### config.mk
export PLATFORM = sky130hd
export DESIGN_NAME = temperature_accept_gate
export DESIGN_NICKNAME = d
export VERILOG_FILES = /design/src/rtl/temperature_accept_gate.sv
export SDC_FILE = /design/constraint.sdc
export NUM_CORES = 1
export LEC_CHECK = 0
export BUFFER_PORTS_ARGS = -buffer_cell sky130_fd_sc_hd__buf_4
export CAP_MARGIN = 20
export CORE_ASPECT_RATIO = 1.5
export CORE_MARGIN = 10
export CORE_UTILIZATION = 45
export CTS_CLUSTER_DIAMETER = 50
export CTS_CLUSTER_SIZE = 8
export DETAILED_ROUTE_END_ITERATION = 12
export PLACE_DENSITY = 0.7
export SETUP_SLACK_MARGIN = 0.1
export SLEW_MARGIN = 30
export SYNTH_ARGS = -nofsm -noshare
export SYNTH_HDL_FRONTEND = slang
export SYNTH_SLANG_ARGS = --single-unit
### constraint.sdc
create_clock -name clk -period 6.4 [get_ports clk]
set_input_delay 0.32 -clock clk [delete_from_list [all_inputs] [get_ports clk]]
set_output_delay 0.32 -clock clk [all_outputs]
set_load 0.01 [all_outputs]
### src/rtl/temperature_accept_gate.sv
// temperature_accept_gate: accept/reject stage for received temperature words, with warm-up,
// settle hold-off after each accept, consecutive-reject alarm and saturating statistics.
module temperature_accept_gate #(
    parameter int WIDTH           = 16,
    parameter int WARMUP_COUNT    = 16,
    parameter int SETTLE_CYCLES   = 3,
    parameter int ALARM_THRESHOLD = 4,
    parameter int COUNT_WIDTH     = 16
) (
    input  logic                   clk,
    input  logic                   reset,
    input  logic                   sample_valid,
    input  logic [WIDTH-1:0]       sample,
    input  logic [WIDTH-1:0]       upper_bound,
    input  logic [WIDTH-1:0]       lower_bound,
    output logic                   accept_temperature,
    output logic [WIDTH-1:0]       accepted_sample,
    output logic                   temperature_ready,
    output logic [WIDTH-1:0]       temperature,
    output logic                   reject_pulse,
    output logic                   anomaly_alarm,
    output logic                   warmup_done,
    output logic                   sample_dropped,
    output logic [COUNT_WIDTH-1:0] accepted_count,
    output logic [COUNT_WIDTH-1:0] rejected_count
);
    localparam int WW = $clog2(WARMUP_COUNT + 1);
    localparam int SW = $clog2(SETTLE_CYCLES + 2);
    localparam int AW = $clog2(ALARM_THRESHOLD + 1);

    typedef enum logic [1:0] {WARMUP, READY, SETTLE} state_t;

    state_t                 state_q, state_d;
    logic [WIDTH-1:0]       hold_q, hold_d, temp_q, temp_d;
    logic                   hold_valid_q, hold_valid_d;
    logic [WW-1:0]          warm_q, warm_d;
    logic [SW-1:0]          settle_q, settle_d;
    logic [AW-1:0]          consec_q, consec_d;
    logic [COUNT_WIDTH-1:0] acc_cnt_q, acc_cnt_d, rej_cnt_q, rej_cnt_d;
    logic                   accept_q, reject_q, drop_q, alarm_q, alarm_d, done_q, done_d;
    logic                   decide, in_range, accept, reject;
    state_t                 resume;

    always_comb begin
        decide       = hold_valid_q && state_q != SETTLE;
        in_range     = lower_bound <= hold_q && hold_q <= upper_bound;
        accept       = decide && (state_q == WARMUP || in_range);
        reject       = decide && state_q == READY && !in_range;
        hold_d       = sample_valid ? sample : hold_q;
        hold_valid_d = sample_valid || (hold_valid_q && !decide);
        warm_d       = (accept && warm_q != WW'(WARMUP_COUNT)) ? warm_q + 1'b1 : warm_q;
        done_d       = done_q || warm_d == WW'(WARMUP_COUNT);
        resume       = (warm_d == WW'(WARMUP_COUNT)) ? READY : WARMUP;
        temp_d       = accept ? hold_q : temp_q;
        acc_cnt_d    = (accept && acc_cnt_q != '1) ? acc_cnt_q + 1'b1 : acc_cnt_q;
        rej_cnt_d    = (reject && rej_cnt_q != '1) ? rej_cnt_q + 1'b1 : rej_cnt_q;
        consec_d     = accept ? '0 : (reject && consec_q != AW'(ALARM_THRESHOLD)) ? consec_q + 1'b1 : consec_q;
        alarm_d      = accept ? 1'b0 : (alarm_q || consec_d == AW'(ALARM_THRESHOLD));
        state_d      = state_q;
        settle_d     = settle_q;
        if (accept) begin
            state_d  = (SETTLE_CYCLES == 0) ? resume : SETTLE;
            settle_d = SW'(SETTLE_CYCLES);
        end else if (state_q == SETTLE) begin
            settle_d = settle_q - 1'b1;
            state_d  = (settle_q <= SW'(1)) ? resume : SETTLE;
        end
    end

    // Pending sample discarded on reset: hold_valid clears with everything else.
    always_ff @(posedge clk or posedge reset) begin
        if (reset) begin
            state_q      <= WARMUP;
            hold_q       <= '0;
            hold_valid_q <= 1'b0;
            temp_q       <= '0;
            warm_q       <= '0;
            settle_q     <= '0;
            consec_q     <= '0;
            acc_cnt_q    <= '0;
            rej_cnt_q    <= '0;
            accept_q     <= 1'b0;
            reject_q     <= 1'b0;
            drop_q       <= 1'b0;
            alarm_q      <= 1'b0;
            done_q       <= 1'b0;
        end else begin
            state_q      <= state_d;
            hold_q       <= hold_d;
            hold_valid_q <= hold_valid_d;
            temp_q       <= temp_d;
            warm_q       <= warm_d;
            settle_q     <= settle_d;
            consec_q     <= consec_d;
            acc_cnt_q    <= acc_cnt_d;
            rej_cnt_q    <= rej_cnt_d;
            accept_q     <= accept;
            reject_q     <= reject;
            drop_q       <= sample_valid && hold_valid_q && !decide;
            alarm_q      <= alarm_d;
            done_q       <= done_d;
        end
    end

    assign accept_temperature = accept_q;
    assign temperature_ready  = accept_q;
    assign accepted_sample    = temp_q;
    assign temperature        = temp_q;
    assign reject_pulse       = reject_q;
    assign anomaly_alarm      = alarm_q;
    assign warmup_done        = done_q;
    assign sample_dropped     = drop_q;
    assign accepted_count     = acc_cnt_q;
    assign rejected_count     = rej_cnt_q;
endmodule

* Word-level counts from Yosys, hierarchy flattened
Index checks and enable logic that the tools add are counted.
** Cells by class
- $add $sub $neg :: 5
- Magnitude comparators :: 3
- Equal/unequal tests :: 9
- Muxes and demuxes :: 10
- Reduce and logical (&&, ||, !) cells :: 20
** Operators by type and width (number)
- adder 16 x 1 -> 16 bit (second input constant) :: 2
- <= comparator 16 bit :: 2
- != test 16 bit (second input constant) :: 2
- logical AND 1 bit :: 12
- two-way mux 3 bit :: 4
- two-way mux 2 bit :: 3
- adder 5 x 1 -> 5 bit (second input constant) :: 1
- equality test 5 bit (second input constant) :: 1
- two-way mux 5 bit :: 1
- != test 5 bit (second input constant) :: 1
- logical OR 1 bit :: 4
- adder 3 x 1 -> 3 bit (second input constant) :: 1
- equality test 3 bit (second input constant) :: 1
- <= comparator 3 x 1 -> 1 bit (second input constant) :: 1
- != test 3 bit (second input constant) :: 1
- subtractor 3 x 1 -> 3 bit (second input constant) :: 1
- equality test 2 x 1 -> 1 bit (second input constant) :: 1
- equality test 2 bit (second input constant) :: 1
- zero test 1 bit :: 2
- zero test 2 bit :: 1
- two-way mux 1 bit :: 2
- != test 2 bit (second input constant) :: 1
- nonzero test 2 bit :: 1
** Word-level totals
- Bits in registers :: 83
- Output and inout bits :: 70
- Logic and storage cells :: 61

* Longest topological paths before layout
Gate-level depths: netlist of the first run.
- Depth after elaboration :: 11
- Depth in mapped cells :: 12
- Gate-level depth less buffers :: 11

* Worst setup path before layout of the first run
No wires, ideal clock.
- Kind :: reg-to-reg
- Start :: register hold_q[14]
- End :: register temp_q[0] (netlist: accepted_sample[0])
- Library setup time :: 0.125 ns
- Arrival :: 2.418 ns
- Required time :: 6.275 ns
- Slack :: 3.857 ns
- Stages on the path, launching flop included :: 12
- Cell sequence :: dfrtp_1 -> inv_1 -> ha_1 -> a21oi_2 -> nand2_1 -> a221o_1 -> o311a_4 -> nor2_4 -> nand2_4 -> inv_6 -> buf_4 -> mux2_2
** On the way
- Word-level cells in the longest chain between the ends :: 4
- Elaborated cells between the ends (all ways) :: 5
** Ends and longest elaborated chain
- start: declaration :: RTL line 34 : logic [WIDTH-1:0] hold_q, hold_d, temp_q, temp_d;
- start signal: assignment :: RTL line 89 : hold_q <= hold_d;
- <= comparator 16 bit :: RTL line 46 : in_range = lower_bound <= hold_q && hold_q <= upper_bound;
- logical AND 1 bit * :: RTL line 46
- logical OR 1 bit * :: RTL line 47 : accept = decide && (state_q == WARMUP || in_range);
- logical AND 1 bit * :: RTL line 47
- end signal: assignment :: RTL line 91 : temp_q <= temp_d;
- end: declaration :: RTL line 34
Mark *: on every way between the ends. The rest lies on a longest branch, timed or not.
A chain may end at the register's enable or synchronous reset.

* Final worst setup path of the first run
- Start :: register hold_q[13]
- End :: register acc_cnt_q[13] (netlist: accepted_count[13])
** On the way
- Word-level cells in the longest chain between the ends :: 5
- Elaborated cells between the ends (all ways) :: 6
** Ends and longest elaborated chain
- <= comparator 16 bit :: RTL line 46
- logical AND 1 bit * :: RTL line 46
- logical OR 1 bit * :: RTL line 47
- logical AND 1 bit * :: RTL line 47
- logical AND 1 bit * :: RTL line 55 : acc_cnt_d = (accept && acc_cnt_q != '1) ? acc_cnt_q + 1'b1 : acc_cnt_q;
- end signal: assignment :: RTL line 95 : acc_cnt_q <= acc_cnt_d;
- end: declaration :: RTL line 39 : logic [COUNT_WIDTH-1:0] acc_cnt_q, acc_cnt_d, rej_cnt_q, rej_cnt_d;
Marked as above.

==> impl_results.md, run 1 <==
* Outcome: finished clean
* Layout cells sized above 1 at a little over 30%
* Arrival time worst endpoint at 3.11 ns
* Post-synth top area share at a little over two fifths
* Post-DRT Antenna Nets at 0
* Width of the chip at about 100 um
* Cells along the critical path: ha_1, nand4_1, nor3_1, a21boi_0, o41a_2, nor2_4, nand2_4, inv_6, nand4_1, mux2_2
* Setup violators final at 0
* Pre-CTS setup slack at 3.44 ns
* Post-Route WL at about 11 mm
* DRC at 0
* CTS tree: done
* Initial Util at 46.4%
* Seq cells post-synth at 83
* Cells after Synth at 460
* Via Count at approximately 3600
* Initial DRC count at ~120
* Worst-margin pin slew at a little under 0.8 ns
* RR Startpoint: hold_q[13]$_DFFE_PP0P_
* DR WL/cell at 16.1 um
* Synth area leader: dfrtp_1
* Antenna violations before repair at 0
* Antenna cells at 0
* Nets at ~650
* # clock sinks at between 80 and 90
* Tot GR Track Use at 15.4%
* Hold WS at between 0.15 and 0.2 ns
* Commonest cells after routing, fill and taps aside: 121 x buf_4, 83 x dfrtp_1, 44 x inv_1
* Worst setup SP type: register
* Synth top area cells: dfrtp_1 44%, ha_1 10%, mux2_2 4.8%
* Synth Flop Type: dfrtp_1
* Detailed-router iteration count before antenna repair at 5
* HPWL Detailed at 8.75 mm
* Reg2Reg Depth at 10
* Fillers at 882
* Crit share post-route at around 45%
* Vias in the first global route at 3916
* CTS Buf Count at 9
* Post-Syn Area per Cell at between 10 and 15 um2
* Syn Std Cell Area at 4730 um2
* Top Ports at about 120
* DIE AREA at around 15000 um2
* Max frequency at approximately 0.35 GHz
* RSZ-0062 raised after global routing: no
* Root buffer cell: clkbuf_16
* Postcts setup bufs at 0
* CP Class: reg2reg
* Final Util at 58.3%
* Min-Delay Path Class: in2async
* Final setup skew at ~0.0058 ns
* Commonest non-fill, non-tap cell in the layout: buf_4
* Setup Total Neg Slack at 0 ns
* Synth warn at 0
* Core Box Area at slightly above 10000 um2
* Distinct cell type count after synthesis at 57
* GR Overflow Total at 0
* Async S/R FF share, synth at between 90% and 100%
* Largest net degree at the start of global routing at 84
* Final hold vios at 0
* Total power draw at 2080 uW
* Slew HR at between 40% and 50%
* Worst setup EP type: register
* CP max-delay cell: o41a_2
* Leak Pwr at 0.00305 uW
* Maxcap violations at 0
* Port buffer count at 120
* Slowest stage delay, CP at between 0.6 and 0.7 ns
* VDD IR max at approximately 0.00016 V
* CTS Hold Bufs at 0
* Post-Syn Nets at 550
* CTS resizes at 0
* RR Endpoint: accepted_count[13]$_DFFE_PP0P_
* Crit path top cell by count: nand4_1
* Clk Latency, worst-skew pair at between 0.3 and 0.4 ns
* EDFF count, synth at 0
* Area grow syn2layout at 25.5%
* Maximum fanout along the worst path at 43
* Maximum clock path buffer count at 2
* FP Rows at 45
* Clk pin slew, worst setup/hold paths at about 0.06 ns
* PnR worst setup slack at roughly 3.5 ns
* Worst path required time at approximately 6.6 ns
* Min cycle time layout at 2.88 ns
* Final GP Congestion at 0.825
* R2R setup slack at around 3.5 ns
* Vias per Instance at 5.15
* Chip Height at 146 um
* Seq/Total Area, Yosys at between 40% and 50%
* H-Tree Depth at 3
* First-pass GRT wire length at 19.3 mm
* Slew Limit Fails at 0
* PD cells at between 300 and 400 nW/um2
critical path: cells and delay by family (launching register included):
kind / cells / cell delay, ns
fa+ha+maj: 1 / 0.31
mux: 1 / 0.29
simple gates: 5 / 0.69
buf+inv: 1 / 0.28
compound gates: 2 / 0.77
flops: 1 / 0.40
metal layers:
metal | global-route usage (%) | routed length [um] | up-vias
met5 | 0 | 0 | -
met4 | 8.45 | 306 | 0
met3 | 3.36 | 572 | 19
met2 | 25.9 | 5730 | 99
met1 | 17.8 | 4820 | 1746
li1 | - | - | 1782
logic make-up after synthesis:
logic type | share of synthesized area (%)
AOI/OAI and AO/OA | 8.46
DFF | 43.9
and+or+nand+nor | 16.8
xor gates and xnor gates | 6.29
adders and majority gates | 10.3
buffers and inverters | 8.33
muxes | 5.92
cell usage after synthesis (all sizes together), types with 4 or more instances:
| master | instances |
|---|---|
| ha | 39 |
| nor2 | 10 |
| nand2 | 42 |
| inv | 46 |
| a21oi | 16 |
| nand4 | 19 |
| xnor2 | 15 |
| nor2b | 4 |
| clkbuf | 6 |
| o21ai | 23 |
| buf | 25 |
| nor3 | 13 |
| and4 | 6 |
| a21o | 4 |
| mux2 | 23 |
| and3 | 11 |
| nand3 | 14 |
| and2 | 7 |
| xor2 | 19 |
| nor4 | 7 |
| dfrtp | 83 |
sequential cells by signal, summed over array words and instances, names as in the netlist:
register and count:
warmup_done 1, anomaly_alarm 1, reject_pulse 1, hold_valid_q 1, accepted_sample 16, hold_q 16, warm_q 5, rejected_count 16
accept_temperature 1, sample_dropped 1, accepted_count 16, state_q 2, consec_q 3, settle_q 3
worst max-delay path by stage:
stage | from | slack [ns] | to | depth (start not counted)
floorplan | hold_q[14]$_DFFE_PP0P_ | 3.86 | accepted_sample[0]$_DFFE_PP0N_ | 11
global placement | upper_bound[15] | 3.48 | accepted_count[13]$_DFFE_PP0P_ | 12
detailed placement | upper_bound[15] | 3.44 | warm_q[2]$_DFF_PP0_ | 12
CTS | hold_q[15]$_DFFE_PP0P_ | 3.49 | warm_q[2]$_DFF_PP0_ | 10
global route | hold_q[13]$_DFFE_PP0P_ | 3.36 | accepted_count[13]$_DFFE_PP0P_ | 11
finish | hold_q[13]$_DFFE_PP0P_ | 3.52 | accepted_count[13]$_DFFE_PP0P_ | 10
stage by stage:
| stage | cells | instance area, um2 |
|---|---|---|
| final | 708 | 5940 |
| after global routing | 708 | 5940 |
| after CTS | 708 | 5940 |
| after detailed placement | 692 | 5610 |
| after global placement | 692 | 5610 |
| after floorplan | 460 | 4730 |
power breakdown:
group	internal [uW]	total (uW)	switching [uW]
combinational	386	751	365
sequential	649	765	117
clock	361	562	201
total	1400	2080	683
area by class of cell:
cell class              instances  area [um2]  area share (%)
repair buffers                122         920            15.5
clock inverters                 5        75.1            1.26
multi-input cells             300        2260            38.0
clock buffers                  11         253            4.26
inverters                      46         179            3.01
flip-flops and latches         83        2080            35.0
well taps                     141         176            2.97
(Power assumes the default switching activity.)
==> run 2: changes to the inputs <==
==> constraint.sdc (replaced) <==
create_clock -name clk -period 2.9 [get_ports clk]
set_input_delay 0.145 -clock clk [delete_from_list [all_inputs] [get_ports clk]]
set_output_delay 0.145 -clock clk [all_outputs]
set_load 0.01 [all_outputs]
==> impl_results.md, run 2 (same netlist as run 1, synthesis figures left out) <==
* Outcome: finished clean
* Worst setup SP type: register
* RSZ-0062 raised after global routing: no
* Worst path required time at 3.12 ns (-3.51 ns)
* Initial DRC count at 114 (-2.6%)
* Vias per Instance at 5.18 (+0.58%)
* Chip Height at 146 um (unchanged)
* Maxcap violations at 0 (unchanged)
* Setup violators final at 0 (unchanged)
* HPWL Detailed at 8.84 mm (+1.1%)
* Root buffer cell: clkbuf_16
* Final GP Congestion at 0.856 (+3.7%)
* H-Tree Depth at 3 (unchanged)
* Met3 usage in global routing at 4.29% (+0.93 points)
* Antenna cells at 0 (unchanged)
* Max frequency at 0.380 GHz (+9.6%)
* Commonest non-fill, non-tap cell in the layout: buf_4
* Final setup skew at 0.00700 ns (+0.00124 ns)
* DRC at 0 (unchanged)
* Slew Limit Fails at 0 (unchanged)
* Commonest cells after routing, fill and taps aside: 126 x buf_4, 83 x dfrtp_1, 44 x inv_1
* DR WL/cell at 16.3 um (+0.81%)
* Met1 Use GR at 17.2% (-0.56 points)
* Psw at 1560 uW (+130%)
* Flop pwr share at 36.0% (-0.8 points)
* Largest net degree at the start of global routing at 61 (-27%)
* Post-DRT Antenna Nets at 0 (unchanged)
* Clock power frac at 27.1% (about the same)
* Tot GR Track Use at 14.8% (-0.61 points)
* Worst-margin pin slew at 0.535 ns (-0.234 ns)
* GR Util met2 at 25.9% (unchanged)
* # clock sinks at 83 (unchanged)
* Min cycle time layout at 2.63 ns (-0.252 ns)
* Hold EP: hold_q[6]$_DFFE_PP0P_
* Width of the chip at 104 um (unchanged)
* First-pass GRT wire length at 18.7 mm (-3.6%)
* Leak Pwr at 0.00308 uW (+1.0%)
* Grt peak-use layer: met2
* Clk pin slew, worst setup/hold paths at 0.06 ns (about the same)
* Fillers at 877 (-0.57%)
* RR Startpoint: hold_q[15]$_DFFE_PP0P_
* Arrival time worst endpoint at 2.85 ns (-0.26 ns)
* Post-Route WL at 11.6 mm (+1.5%)
* Maximum clock path buffer count at 2 (unchanged)
* Hold Startpoint: sample[6]
* Port buffer count at 120 (unchanged)
* PD cells at 779 nW/um2 (+120%)
* Setup Total Neg Slack at 0 ns (unchanged)
* Detailed-router iteration count before antenna repair at 4 (-1)
* Nets at 658 (+0.92%)
* FP Rows at 45 (unchanged)
* Top Ports at 121 (unchanged)
* Sw Share at 33.2% (+0.28 points)
* Clk Latency, worst-skew pair at 0.33 ns (about the same)
* Core Box Area at 10200 um2 (unchanged)
* Initial Util at 46.4% (unchanged)
* Logic pwr share at 36.9% (+0.8 points)
* Slew HR at 64.3% (+16 points)
* Area grow syn2layout at 27.8%
* Vias in the first global route at 3788 (-3.3%)
* R2R setup slack at 0.27 ns (-3.25 ns)
* Pint at 3150 uW (+130%)
* DIE AREA at 15100 um2 (unchanged)
* Hold WS at 0.0260 ns (-0.136 ns)
* Crit share post-route at 90.8% (+46 points)
* Layout cells sized above 1 at 31.6% (+0.96 points)
* Final hold vios at 0 (unchanged)
* Antenna violations before repair at 0 (unchanged)
* Maximum fanout along the worst path at 22 (-49%)
* Min-Delay Path Class: in2reg
* VDD IR max at 0.000437 V (+170%)
* RR Endpoint: accepted_count[15]$_DFFE_PP0P_
* Worst setup EP type: register
* Hold Path Depth at 3
* Reg2Reg Depth at 10 (unchanged)
* CP Class: reg2reg
* CTS Buf Count at 9 (unchanged)
* CTS tree: done
* GR Overflow Total at 0 (unchanged)
* Via Count at 3693 (+1.3%)
-- run 2: changes by cell type in the layout (fill, tap and decap cells not counted), moves of 2 or more --
cell | before | now
buf_4 | 121 | 126
clkinv_2 | 4 | 1
clkbuf_8 | 2 | 0
nor4_1 | 6 | 4
nor4_2 | 1 | 3
-- run 2: power groups by stage --
stage / registers [uW] / clock network, uW / logic, uW
after CTS: 1700 / 1300 / 1700
after detailed placement: 1710 / 0 / 1690
after global routing: 1750 / 1350 / 1910
final: 1690 / 1280 / 1740
after floorplan: 1740 / 0 / 1110
after global placement: 1690 / 0 / 1660
-- run 2: final cells by class --
type	count	area, um2	share of cell area (%)
Clock buffer	10	229	3.79
Clock inverter	5	103	1.70
Inverter	46	204	3.37
Multi-Input combinational cell	300	2290	37.9
Sequential cell	83	2080	34.4
Tap cell	141	176	2.92
Timing Repair Buffer	127	956	15.8
Timing Repair inverter	1	11.3	0.186
-- run 2: routing by layer --
metal  part of all wire (%)  up-vias
li1                       -     1787
met1                     42     1783
met2                     52      115
met3                    5.5        8
met4                   0.85        0
met5                      0        -
-- run 2: repair_timing --
item	in CTS	in global routing
cloned	0	1
setup buffers	1	0
hold buffers	1	0
pin swaps	1	5
resized for setup	2	7
endpoints found under the setup margin	43	44
endpoints found under the hold margin	58	0
-- run 2: worst max-delay path by stage --
stage | start | end | slack, ns | cells past startpoint
2_1_floorplan | hold_q[14]$_DFFE_PP0P_ | accepted_sample[0]$_DFFE_PP0N_ | 0.36 | 11
3_3_place_gp | hold_q[15]$_DFFE_PP0P_ | rejected_count[14]$_DFFE_PP0P_ | 0.02 | 9
3_5_place_dp | hold_q[15]$_DFFE_PP0P_ | rejected_count[15]$_DFFE_PP0P_ | -0.05 | 9
4_1_cts | hold_q[15]$_DFFE_PP0P_ | rejected_count[15]$_DFFE_PP0P_ | 0.11 | 9
5_1_grt | hold_q[11]$_DFFE_PP0P_ | rejected_count[8]$_DFFE_PP0P_ | 0.11 | 10
6_report | hold_q[15]$_DFFE_PP0P_ | accepted_count[15]$_DFFE_PP0P_ | 0.27 | 10
-- run 2: metrics by stage --
stage,std cells,worst slack (ns),utilization (%),total power [uW],cell area (um2)
after floorplan,460,0.357,-,2840,4730
after global placement,695,0.0166,55.2,3350,5630
after detailed placement,695,-0.0541,55.3,3400,5630
after CTS,712,0.112,58.8,4700,5990
after global routing,713,0.114,59.3,5000,6050
final,713,0.267,59.3,4710,6050
-- run 2: critical path, cell delays in order, from the launching register on --
cell	delay [ns]
dfrtp_1	0.39
ha_1	0.32
nand4_1	0.22
nor3_2	0.08
a21boi_1	0.15
o41a_2	0.52
nor2_4	0.19
nand2_8	0.13
clkinv_16	0.12
nand4_1	0.11
mux2_2	0.29
